## src/rtl/muldiv_sequencer_if.sv

```systemverilog
// muldiv_sequencer_if: handshake/data bundle between the pipeline and the
// iterative multiply/divide unit.
//   master (pipeline)  : drives start/op/a/b/flush/hi_we/lo_we/wdata,
//                        observes busy/done/div_zero/hi/lo
//   slave  (muldiv)    : the reverse
interface muldiv_sequencer_if #(
  parameter int WIDTH = 32
);
  logic             start;
  logic [1:0]       op;
  logic [WIDTH-1:0] a;
  logic [WIDTH-1:0] b;
  logic             flush;
  logic             hi_we;
  logic             lo_we;
  logic [WIDTH-1:0] wdata;
  logic             busy;
  logic             done;
  logic             div_zero;
  logic [WIDTH-1:0] hi;
  logic [WIDTH-1:0] lo;

  modport master (
    output start, op, a, b, flush, hi_we, lo_we, wdata,
    input  busy, done, div_zero, hi, lo
  );

  modport slave (
    input  start, op, a, b, flush, hi_we, lo_we, wdata,
    output busy, done, div_zero, hi, lo
  );
endinterface

```

## src/rtl/muldiv_sequencer.sv

```systemverilog
// muldiv_sequencer: iterative MIPS-style multiply/divide unit owning the
// architectural HI/LO registers. Shift-add multiply and restoring divide,
// one bit per cycle. Sequence: IDLE -> PREP -> RUN (WIDTH cycles) -> FIX ->
// DONE, so a start in cycle 0 yields done/new HI/LO in cycle WIDTH+3.
//
// Ports:
//   clk, rst_n     rising-edge clock, asynchronous active-low reset
//   bus (slave)    start/op/a/b   launch (op: 00 mult, 01 div, 10 multu, 11 divu)
//                  flush          cancel in-flight op, back to IDLE
//                  hi_we/lo_we/wdata  mthi/mtlo, honoured only while not busy
//                  busy/done      operation in flight / one-cycle result pulse
//                  div_zero       sticky: last divide had a zero divisor
//                  hi/lo          architectural HI/LO
//
// Build option: MULDIV_UNSIGNED_EN enables multu/divu (op[1]); without it
// op[1] is ignored and the 1x codes run signed.
module muldiv_sequencer #(
  parameter int WIDTH = 32
) (
  input logic              clk,
  input logic              rst_n,
  muldiv_sequencer_if.slave bus
);

  localparam int CW = $clog2(WIDTH + 1);

  typedef enum logic [2:0] {S_IDLE, S_PREP, S_RUN, S_FIX, S_DONE} state_e;

  state_e             state_q, state_d;
  logic [CW-1:0]      cnt_q, cnt_d;
  logic [WIDTH-1:0]   a_q, a_d, b_q, b_d;
  logic [WIDTH-1:0]   mag_q, mag_d;       // multiplicand or divisor magnitude
  logic [2*WIDTH-1:0] acc_q, acc_d;       // {hi part, lo part} working register
  logic               div_q, div_d;
  logic               bz_q, bz_d;         // divisor was zero at launch
  logic               neg_lo_q, neg_lo_d;
  logic               neg_hi_q, neg_hi_d;
  logic [WIDTH-1:0]   hi_q, hi_d, lo_q, lo_d;
  logic               dz_q, dz_d;

  logic idle_like, accept;

  // DONE behaves like IDLE for new launches and mthi/mtlo.
  assign idle_like = (state_q == S_IDLE) || (state_q == S_DONE);
  assign accept    = idle_like && bus.start && !bus.flush;

`ifdef MULDIV_UNSIGNED_EN
  logic uns_q;
  always_ff @(posedge clk or negedge rst_n) begin
    if (!rst_n)      uns_q <= 1'b0;
    else if (accept) uns_q <= bus.op[1];
  end
`else
  logic uns_q;
  logic unused_op1;
  assign uns_q      = 1'b0;
  assign unused_op1 = bus.op[1];
`endif

  // Sign handling for PREP.
  logic             sa, sb;
  logic [WIDTH-1:0] a_mag, b_mag;
  assign sa    = a_q[WIDTH-1] & ~uns_q;
  assign sb    = b_q[WIDTH-1] & ~uns_q;
  assign a_mag = sa ? -a_q : a_q;
  assign b_mag = sb ? -b_q : b_q;

  // Multiply step: conditional add into the upper half, then shift right.
  // The sum keeps its carry so the shift brings it into the top bit.
  logic [WIDTH:0]     msum, mupper;
  logic [2*WIDTH-1:0] mult_nxt;
  assign msum     = {1'b0, acc_q[2*WIDTH-1:WIDTH]} + {1'b0, mag_q};
  assign mupper   = acc_q[0] ? msum : {1'b0, acc_q[2*WIDTH-1:WIDTH]};
  assign mult_nxt = {mupper, acc_q[WIDTH-1:1]};

  // Divide step: shift {rem, quot} left, trial-subtract with one guard bit.
  // rem < divisor keeps the shifted remainder within WIDTH+1 bits.
  logic [WIDTH:0]     rem_sh, diff;
  logic [2*WIDTH-1:0] div_nxt;
  assign rem_sh  = {acc_q[2*WIDTH-1:WIDTH], acc_q[WIDTH-1]};
  assign diff    = rem_sh - {1'b0, mag_q};
  assign div_nxt = diff[WIDTH] ? {rem_sh[WIDTH-1:0], acc_q[WIDTH-2:0], 1'b0}
                               : {diff[WIDTH-1:0],   acc_q[WIDTH-2:0], 1'b1};

  // Sign fix-up of the finished result.
  logic [2*WIDTH-1:0] prod_fix;
  logic [WIDTH-1:0]   fix_hi, fix_lo;
  assign prod_fix = neg_lo_q ? -acc_q : acc_q;

  always_comb begin
    fix_hi = prod_fix[2*WIDTH-1:WIDTH];
    fix_lo = prod_fix[WIDTH-1:0];
    if (div_q) begin
      if (bz_q) begin
        fix_hi = a_q;
        fix_lo = '1;
      end else begin
        fix_lo = neg_lo_q ? -acc_q[WIDTH-1:0]       : acc_q[WIDTH-1:0];
        fix_hi = neg_hi_q ? -acc_q[2*WIDTH-1:WIDTH] : acc_q[2*WIDTH-1:WIDTH];
      end
    end
  end

  // Next-state / datapath.
  always_comb begin
    state_d  = state_q;
    cnt_d    = cnt_q;
    a_d      = a_q;
    b_d      = b_q;
    mag_d    = mag_q;
    acc_d    = acc_q;
    div_d    = div_q;
    bz_d     = bz_q;
    neg_lo_d = neg_lo_q;
    neg_hi_d = neg_hi_q;
    hi_d     = hi_q;
    lo_d     = lo_q;
    dz_d     = dz_q;

    // mthi/mtlo first so a result written at the same edge would win;
    // in practice results land from FIX where writes are blocked anyway.
    if (idle_like && bus.hi_we) hi_d = bus.wdata;
    if (idle_like && bus.lo_we) lo_d = bus.wdata;

    case (state_q)
      S_IDLE, S_DONE: begin
        state_d = S_IDLE;
        if (accept) begin
          state_d = S_PREP;
          a_d     = bus.a;
          b_d     = bus.b;
          div_d   = bus.op[0];
          bz_d    = (bus.b == '0);
          if (bus.op[0] && (bus.b != '0)) dz_d = 1'b0;
        end
      end
      S_PREP: begin
        state_d  = S_RUN;
        cnt_d    = CW'(WIDTH);
        neg_lo_d = sa ^ sb;
        neg_hi_d = sa;
        if (div_q) begin
          mag_d = b_mag;
          acc_d = {{WIDTH{1'b0}}, a_mag};
        end else begin
          mag_d = a_mag;
          acc_d = {{WIDTH{1'b0}}, b_mag};
        end
      end
      S_RUN: begin
        acc_d = div_q ? div_nxt : mult_nxt;
        cnt_d = cnt_q - CW'(1);
        if (cnt_q == CW'(1)) state_d = S_FIX;
      end
      S_FIX: begin
        state_d = S_DONE;
        hi_d    = fix_hi;
        lo_d    = fix_lo;
        if (div_q && bz_q) dz_d = 1'b1;
      end
      default: state_d = S_IDLE;
    endcase

    // Flush cancels everything in flight, including a same-cycle result.
    if (bus.flush) begin
      state_d = S_IDLE;
      if (state_q == S_FIX) begin
        hi_d = hi_q;
        lo_d = lo_q;
        dz_d = dz_q;
      end
    end
  end

  always_ff @(posedge clk or negedge rst_n) begin
    if (!rst_n) begin
      state_q  <= S_IDLE;
      cnt_q    <= '0;
      a_q      <= '0;
      b_q      <= '0;
      mag_q    <= '0;
      acc_q    <= '0;
      div_q    <= 1'b0;
      bz_q     <= 1'b0;
      neg_lo_q <= 1'b0;
      neg_hi_q <= 1'b0;
      hi_q     <= '0;
      lo_q     <= '0;
      dz_q     <= 1'b0;
    end else begin
      state_q  <= state_d;
      cnt_q    <= cnt_d;
      a_q      <= a_d;
      b_q      <= b_d;
      mag_q    <= mag_d;
      acc_q    <= acc_d;
      div_q    <= div_d;
      bz_q     <= bz_d;
      neg_lo_q <= neg_lo_d;
      neg_hi_q <= neg_hi_d;
      hi_q     <= hi_d;
      lo_q     <= lo_d;
      dz_q     <= dz_d;
    end
  end

  assign bus.busy     = (state_q == S_PREP) || (state_q == S_RUN) || (state_q == S_FIX);
  assign bus.done     = (state_q == S_DONE);
  assign bus.div_zero = dz_q;
  assign bus.hi       = hi_q;
  assign bus.lo       = lo_q;

endmodule

```

## src/flat_wrapper.sv

```systemverilog
// flat-port wrapper written by rule: the top's interface ports become plain ports
module muldiv_sequencer_flat 
#(
  parameter int WIDTH = 32
)
  (clk, rst_n, bus_start, bus_op, bus_a, bus_b, bus_flush, bus_hi_we, bus_lo_we, bus_wdata, bus_busy, bus_done, bus_div_zero, bus_hi, bus_lo);
  muldiv_sequencer_if #(.WIDTH(WIDTH)) bus_i ();
  input logic clk;
  input logic rst_n;
  input wire logic [$bits(bus_i.start)-1:0] bus_start;
  input wire logic [$bits(bus_i.op)-1:0] bus_op;
  input wire logic [$bits(bus_i.a)-1:0] bus_a;
  input wire logic [$bits(bus_i.b)-1:0] bus_b;
  input wire logic [$bits(bus_i.flush)-1:0] bus_flush;
  input wire logic [$bits(bus_i.hi_we)-1:0] bus_hi_we;
  input wire logic [$bits(bus_i.lo_we)-1:0] bus_lo_we;
  input wire logic [$bits(bus_i.wdata)-1:0] bus_wdata;
  output wire logic [$bits(bus_i.busy)-1:0] bus_busy;
  output wire logic [$bits(bus_i.done)-1:0] bus_done;
  output wire logic [$bits(bus_i.div_zero)-1:0] bus_div_zero;
  output wire logic [$bits(bus_i.hi)-1:0] bus_hi;
  output wire logic [$bits(bus_i.lo)-1:0] bus_lo;
  assign bus_i.start = bus_start;
  assign bus_i.op = bus_op;
  assign bus_i.a = bus_a;
  assign bus_i.b = bus_b;
  assign bus_i.flush = bus_flush;
  assign bus_i.hi_we = bus_hi_we;
  assign bus_i.lo_we = bus_lo_we;
  assign bus_i.wdata = bus_wdata;
  assign bus_busy = bus_i.busy;
  assign bus_done = bus_i.done;
  assign bus_div_zero = bus_i.div_zero;
  assign bus_hi = bus_i.hi;
  assign bus_lo = bus_i.lo;
  muldiv_sequencer #(.WIDTH(WIDTH)) u_core (.clk(clk), .rst_n(rst_n), .bus(bus_i));
endmodule
```

## config.mk

```make
export PLATFORM = sky130hd
export DESIGN_NAME = muldiv_sequencer_flat
export DESIGN_NICKNAME = d
export VERILOG_FILES = /design/src/rtl/muldiv_sequencer_if.sv /design/src/rtl/muldiv_sequencer.sv /design/src/flat_wrapper.sv
export SDC_FILE = /design/constraint.sdc
export NUM_CORES = 1
export LEC_CHECK = 0
export BUFFER_PORTS_ARGS = -buffer_cell sky130_fd_sc_hd__buf_2
export CORE_ASPECT_RATIO = 0.9
export CORE_UTILIZATION = 39
export DETAILED_ROUTE_END_ITERATION = 16
export PLACE_DENSITY = 0.6
export SETUP_SLACK_MARGIN = 0.2
export SYNTH_ARGS = -nofsm -noshare
export SYNTH_HDL_FRONTEND = slang
export SYNTH_SLANG_ARGS = --single-unit
```

## constraint.sdc

```tcl
create_clock -name clk -period 7.6 [get_ports clk]
set_clock_uncertainty 0.05 [all_clocks]
set_input_delay 0.76 -clock clk [delete_from_list [all_inputs] [get_ports clk]]
set_output_delay 0.76 -clock clk [all_outputs]
set_load 0.05 [all_outputs]
```

# [Word-level counts from Yosys, hierarchy flattened]
# Index checks and enable logic that the tools add are counted.
[op_classes] n_bitwise=1 mux=34 n_addsub=8 eq_ne=7 n_reduce_logical=16
[ops] op="$mux 32" count=18
[ops] op="$mux 64" count=3
[ops] op="$neg 32->32" count=4
[ops] op="$pmux 64 s2" count=1
[ops] op="$neg 64->64" count=1
[ops] op="$add 32x32->33" count=1
[ops] op="$mux 33" count=1
[ops] op="$sub 33x32->33" count=1
[ops] op="$logic_not 32->1" count=1
[ops] op="$reduce_bool 32->1" count=1
[ops] op="$pmux 3 s4" count=1
[ops] op="$pmux 6 s2" count=1
[ops] op="$eq 3x2->1 const B" count=2
[ops] op="$eq 6x1->1 const B" count=1
[ops] op="$logic_and 1x1->1" count=6
[ops] op="$mux 1" count=6
[ops] op="$mux 3" count=2
[ops] op="$sub 6x1->6 const B" count=1
[ops] op="$eq 3x1->1 const B" count=1
[ops] op="$eq 3x3->1 const B" count=1
[ops] op="$logic_not 3->1" count=1
[ops] op="$logic_or 1x1->1" count=3
[ops] op="$ne 3x2->1 const B" count=1
[ops] op="$ne 2x2->1 const B" count=1
[ops] op="6 further kinds" count=6
[totals] output_inout_bits=67 register_bits=238 input_bits=104

# [Logic depth before layout (Yosys ltp)]
[depth] depth_word=8 depth_mapped=14

# [Least setup slack after synthesis]
# OpenSTA, ideal clock, no wires.
[synth_timing] path_type="register to register" from="register u_core.acc_q[0]" to="register u_core.hi_q[28] (netlist: u_core.bus.hi[28])" period_less_slack_ns=3.437 required_time_ns=7.472 t_arrival_ns=3.309 setup_slack_ns=4.163 path_buffers=3 setup_time_ns=0.078 stages_incl_launch_ff=14 path_cell_list="dfrtp_1 -> clkbuf_1 -> inv_1 -> clkbuf_1 -> ha_1 -> or3b_2 -> nor4_1 -> nand4b_1 -> or2_1 -> buf_2 -> o41ai_2 -> xnor2_1 -> mux2i_1 -> a21oi_1"
[synth_between] elab_chain_len=6
[synth_rtl] item="start: declaration" line="muldiv_sequencer.sv:33" rtl="logic [2*WIDTH-1:0] acc_q, acc_d;"
[synth_rtl] item="start signal: assignment" line="muldiv_sequencer.sv:182" rtl="acc_q <= '0;"
[synth_rtl] item="start signal: assignment" line="muldiv_sequencer.sv:196" rtl="acc_q <= acc_d;"
[synth_rtl] item="$neg 64->64 (*)" line="muldiv_sequencer.sv:88" rtl="assign prod_fix = neg_lo_q ? -acc_q : acc_q;"
[synth_rtl] item="$mux 64 (*)" line="muldiv_sequencer.sv:88"
[synth_rtl] item="$mux 32 (*)" line="muldiv_sequencer.sv:93" rtl="if (div_q) begin"
[synth_rtl] item="$mux 32 (*)" line="muldiv_sequencer.sv:125" rtl="case (state_q)"
[synth_rtl] item="$mux 32" line="muldiv_sequencer.sv:167" rtl="if (state_q == S_FIX) begin"
[synth_rtl] item="$mux 32 (*)" line="muldiv_sequencer.sv:165" rtl="if (bus.flush) begin"
[synth_rtl] item="end signal: assignment" line="muldiv_sequencer.sv:201" rtl="hi_q <= hi_d;"
[synth_rtl] item="end: declaration" line="muldiv_sequencer.sv:38" rtl="logic [WIDTH-1:0] hi_q, hi_d, lo_q, lo_d;"
# Every way passes the cells marked *; elsewhere a longest branch is shown, timed or not. The select of a mux whose other input is x is not followed.
# A chain may end at the register's enable or synchronous reset.

# [Final worst setup path]
[layout_timing] from="register u_core.acc_q[0]" to="register u_core.hi_q[20] (netlist: u_core.bus.hi[20])"
# The elaborated chain is that of the path after synthesis.

==> metrics.log <==
INFO  metric die_w = 231 µm
INFO  metric nNetsFinal = 2426
INFO  metric initialDrtViolationCount = 1485
INFO  metric yosys.cell_count.top_type = sky130_fd_sc_hd__nand2_1
INFO  metric synth_cell_types = 76
INFO  metric run_status = complete, no violations
INFO  metric dp_hpwl = 48400 µm
INFO  metric numPlacedInstances = 2838
INFO  metric initial_core_utilization = 0.395
INFO  metric timing.critical_path.max_delay_family = simple AND/OR/NAND/NOR gates
INFO  metric synth-seq-cells = 238
INFO  metric numCtsBuffers = 26
INFO  metric grt_start_max_net_pins = 117
INFO  metric critical_path.endpoint_type = flop
INFO  metric fp.dieH = 208 µm
INFO  metric preCtsSetupSlack = 3200 ps
INFO  metric clock_sinks = 238
INFO  metric routabilityCongestion = 0.941
INFO  metric grt.overflow.total = 0
INFO  metric postSynthAreaPerCell = 8.39 µm²
INFO  metric hp-class = in2async
INFO  metric tritoncts = built
INFO  metric syn_nets = 2371
INFO  metric synth.area.top_cells = sky130_fd_sc_hd__dfrtp_1 32%, sky130_fd_sc_hd__xnor2_1 6.7%, sky130_fd_sc_hd__o21ai_0 6.0%, sky130_fd_sc_hd__nand2_1 5.5%, sky130_fd_sc_hd__mux2i_1 4.9%
INFO  metric delay_of_the_slowest_cell_on_the_worst_path = 680 ps
INFO  metric number_of_top_level_pins = 171
INFO  metric cts.hold.buffers_added = 0
INFO  metric cap_viol_max_count = 0
INFO  metric critical_path.n_buffers_inverters = 1
INFO  metric comb_power_share = 0.580
INFO  metric async_flop_share = 1.00
INFO  metric initial_antenna_violation_count = 1
INFO  metric fin_cells = 2884
INFO  metric post-route-util = 0.441
INFO  metric maxSlewHeadroom = 0.233
INFO  metric netlist_top_cells_count = 271 x sky130_fd_sc_hd__nand2_1, 238 x sky130_fd_sc_hd__dfrtp_1, 221 x sky130_fd_sc_hd__o21ai_0, 153 x sky130_fd_sc_hd__a21oi_1
INFO  metric antenna_viol_nets_final = 0
INFO  metric dr.pass1.iters = 6
INFO  metric ys.flop_type = sky130_fd_sc_hd__dfrtp_1
INFO  metric viasPerCell = 5.97
INFO  metric clock.fmax = 220 MHz
INFO  metric critical_path.max_fanout = 16
INFO  metric detailroute.via_count = 17200
INFO  metric wire_per_inst = 22.1 µm
INFO  metric core_area = 46600 µm²
INFO  metric worstMarginPinSlew = 1150 ps
INFO  metric setup.worst_path.start_class = flop
INFO  metric leakage = 0.00876 µW
INFO  metric clk-insertion-delay-late = 560 ps
INFO  metric worst-endpoint-arrival = 4960 ps
INFO  metric share_seq_of_total_power = 0.269
INFO  metric worstPathCellList = inv_1, ha_1, or3b_2, nor4_1, nand4b_1, o41ai_1, xnor2_1, nor2_1, a211oi_1, a21oi_1, o21ai_0
INFO  metric finalCritPeriodShare = 0.597
INFO  metric power.internal = 4760 µW
INFO  metric finalSetupViolCount = 0
INFO  metric postRouteWirelength = 63800 µm
INFO  metric cts_buffer_depth = 3
INFO  metric power_per_cell_area = 457 nW/µm²
INFO  metric rsz0062_at_grt = no
INFO  metric total_power = 9400 µW
INFO  metric cts_post_setup_buffers_inserted = 0
INFO  metric synth-edff-count = 0
INFO  metric grt_first_pass_wirelength = 98900 µm
INFO  metric final_max_slew_viol_count = 0
INFO  metric grt_pass1_vias = 16400
INFO  metric ctsRootBufferMaster = sky130_fd_sc_hd__clkbuf_16
INFO  metric worst_ep_required_time = 8020 ps
INFO  metric vdd.ir_drop.worst = 0.000256 V
INFO  metric post_synth_top_area_cell = sky130_fd_sc_hd__dfrtp_1
INFO  metric synth_top_area_share = 0.323
INFO  metric fin_setup_tns = 0 ps
INFO  metric p_clk_frac = 0.151
INFO  metric layout-area-overhead-vs-synth = 11.7%
INFO  metric ctsResizeCount = 0
INFO  metric cp_slowest_cell = sky130_fd_sc_hd__nor4_1
INFO  metric yosysWarnings = 0
INFO  metric synthCells = 2195
INFO  metric hold_viol = 0
INFO  metric critical_path_class = reg2reg
INFO  metric drive_above_1_share = 0.153
INFO  metric rows = 75
INFO  metric mappedNetlistArea = 18400 µm²
INFO  metric n_antenna_cell = 0
INFO  metric port_buffers = 169
INFO  metric fin_ws = 3060 ps
INFO  metric drt_drc_violations_left = 0
INFO  metric switchingPower = 4630 µW
INFO  metric overall_global_routing_resource_usage = 0.264
INFO  metric clk_pin_slew_worst_paths = 70 ps
INFO  metric die_area = 48100 µm²
INFO  metric synth_seq_area_share = 0.323
INFO  metric layout.filler_cells = 4643
INFO  metric swShare = 0.493
INFO  metric period_needed = 4540 ps
INFO  metric clock_tree.htree_level_count = 1
==> per-stage QoR <==
stage                     area [µm²]  hold WS (ps)
after floorplan                18400           397
after global placement         19600           406
after detailed placement       19600           416
after CTS                      20600           280
after global routing           20600           293
final                          20600           216
==> final timing paths <==
| path | cells past startpoint | endpoint | from | slack [ps] |
|---|---|---|---|---|
| worst max-delay path | 11 | u_core.bus.hi[20]$_DFFE_PN0P_ | u_core.acc_q[0]$_DFFE_PN0P_ | 3060 |
| worst min-delay path | 1 | u_core.acc_q[35]$_DFFE_PN0P_ | rst_n | 220 |
| worst max register to register | 11 | u_core.bus.hi[20]$_DFFE_PN0P_ | u_core.acc_q[0]$_DFFE_PN0P_ | 3060 |
| worst min register to register | 2 | u_core.bus.lo[9]$_DFFE_PN0P_ | u_core.bus.lo[9]$_DFFE_PN0P_ | 430 |
| max in group asynchronous | 2 | u_core.div_q$_DFFE_PN0P_ | rst_n | 5610 |
| min in group clk | 2 | u_core.a_q[31]$_DFFE_PN0P_ | bus_a[31] | 400 |
==> cells in the final DEF (no fill, tap or decap), types with 66 or more instances in the layout <==
cell type / count
sky130_fd_sc_hd__a21oi_1: 151
sky130_fd_sc_hd__mux2_2: 70
sky130_fd_sc_hd__mux2i_1: 91
sky130_fd_sc_hd__ha_1: 70
sky130_fd_sc_hd__inv_1: 66
sky130_fd_sc_hd__o21ai_0: 220
sky130_fd_sc_hd__xnor2_1: 141
sky130_fd_sc_hd__dfrtp_1: 235
sky130_fd_sc_hd__nand2_1: 271
sky130_fd_sc_hd__buf_2: 168
sky130_fd_sc_hd__nor2_1: 117
==> layout make-up <==
| cell class | instances | area (µm²) | share of cell area |
|---|---|---|---|
| sequential | 238 | 5960 | 0.290 |
| tap | 616 | 771 | 0.0375 |
| clock buffer | 37 | 763 | 0.0371 |
| timing repair buffer | 194 | 1040 | 0.0507 |
| inverter | 66 | 248 | 0.0120 |
| clock inverter | 9 | 173 | 0.00839 |
| multi-input combinational | 1724 | 11600 | 0.565 |
==> cell families after synthesis <==
group | Yosys count | synth area share
and+or+nand+nor | 591 | 0.151
buffers and inverters | 233 | 0.0481
AOI/OAI and AO/OA | 706 | 0.243
xor gates and xnor gates | 194 | 0.0922
adders and majority gates | 72 | 0.0497
muxes | 161 | 0.0922
DFF | 238 | 0.323
==> power by group through the flow <==
| stage | Sequential, µW | Combinational, µW | Clock [µW] |
|---|---|---|---|
| 5_1_grt | 2590 | 6050 | 1490 |
| 3_5_place_dp | 2530 | 5380 | 0 |
| 2_1_floorplan | 2220 | 4240 | 0 |
| 6_report | 2530 | 5450 | 1420 |
| 4_1_cts | 2510 | 5410 | 1430 |
| 3_3_place_gp | 2510 | 5290 | 0 |
==> worst register-to-register path: stages (launching register included) <==
cell and delay (ps):
sky130_fd_sc_hd__dfrtp_1 380, sky130_fd_sc_hd__inv_1 560, sky130_fd_sc_hd__ha_1 270, sky130_fd_sc_hd__or3b_2 510, sky130_fd_sc_hd__nor4_1 680, sky130_fd_sc_hd__nand4b_1 440
sky130_fd_sc_hd__o41ai_1 540, sky130_fd_sc_hd__xnor2_1 170, sky130_fd_sc_hd__nor2_1 60, sky130_fd_sc_hd__a211oi_1 560, sky130_fd_sc_hd__a21oi_1 80, sky130_fd_sc_hd__o21ai_0 160
==> state kept, by name (all words and copies together) (netlist names) <==
| name | count |
|---|---|
| u_core.a_q | 32 |
| u_core.acc_q | 64 |
| u_core.b_q | 32 |
| u_core.bus.div_zero | 1 |
| u_core.bus.hi | 32 |
| u_core.bus.lo | 32 |
| u_core.bz_q | 1 |
| u_core.cnt_q | 6 |
| u_core.div_q | 1 |
| u_core.mag_q | 32 |
| u_core.neg_hi_q | 1 |
| u_core.neg_lo_q | 1 |
| u_core.state_q | 3 |
==> layer usage <==
metal  part of all wire  global-route usage  vias up
met3              0.079              0.0503       90
met4              0.023              0.0639        2
met2               0.43               0.392      657
met5            0.00030                   0        -
met1               0.47               0.391     8373
li1                   -                   -     8096
No activity file was read; power rests on OpenSTA's default activity.
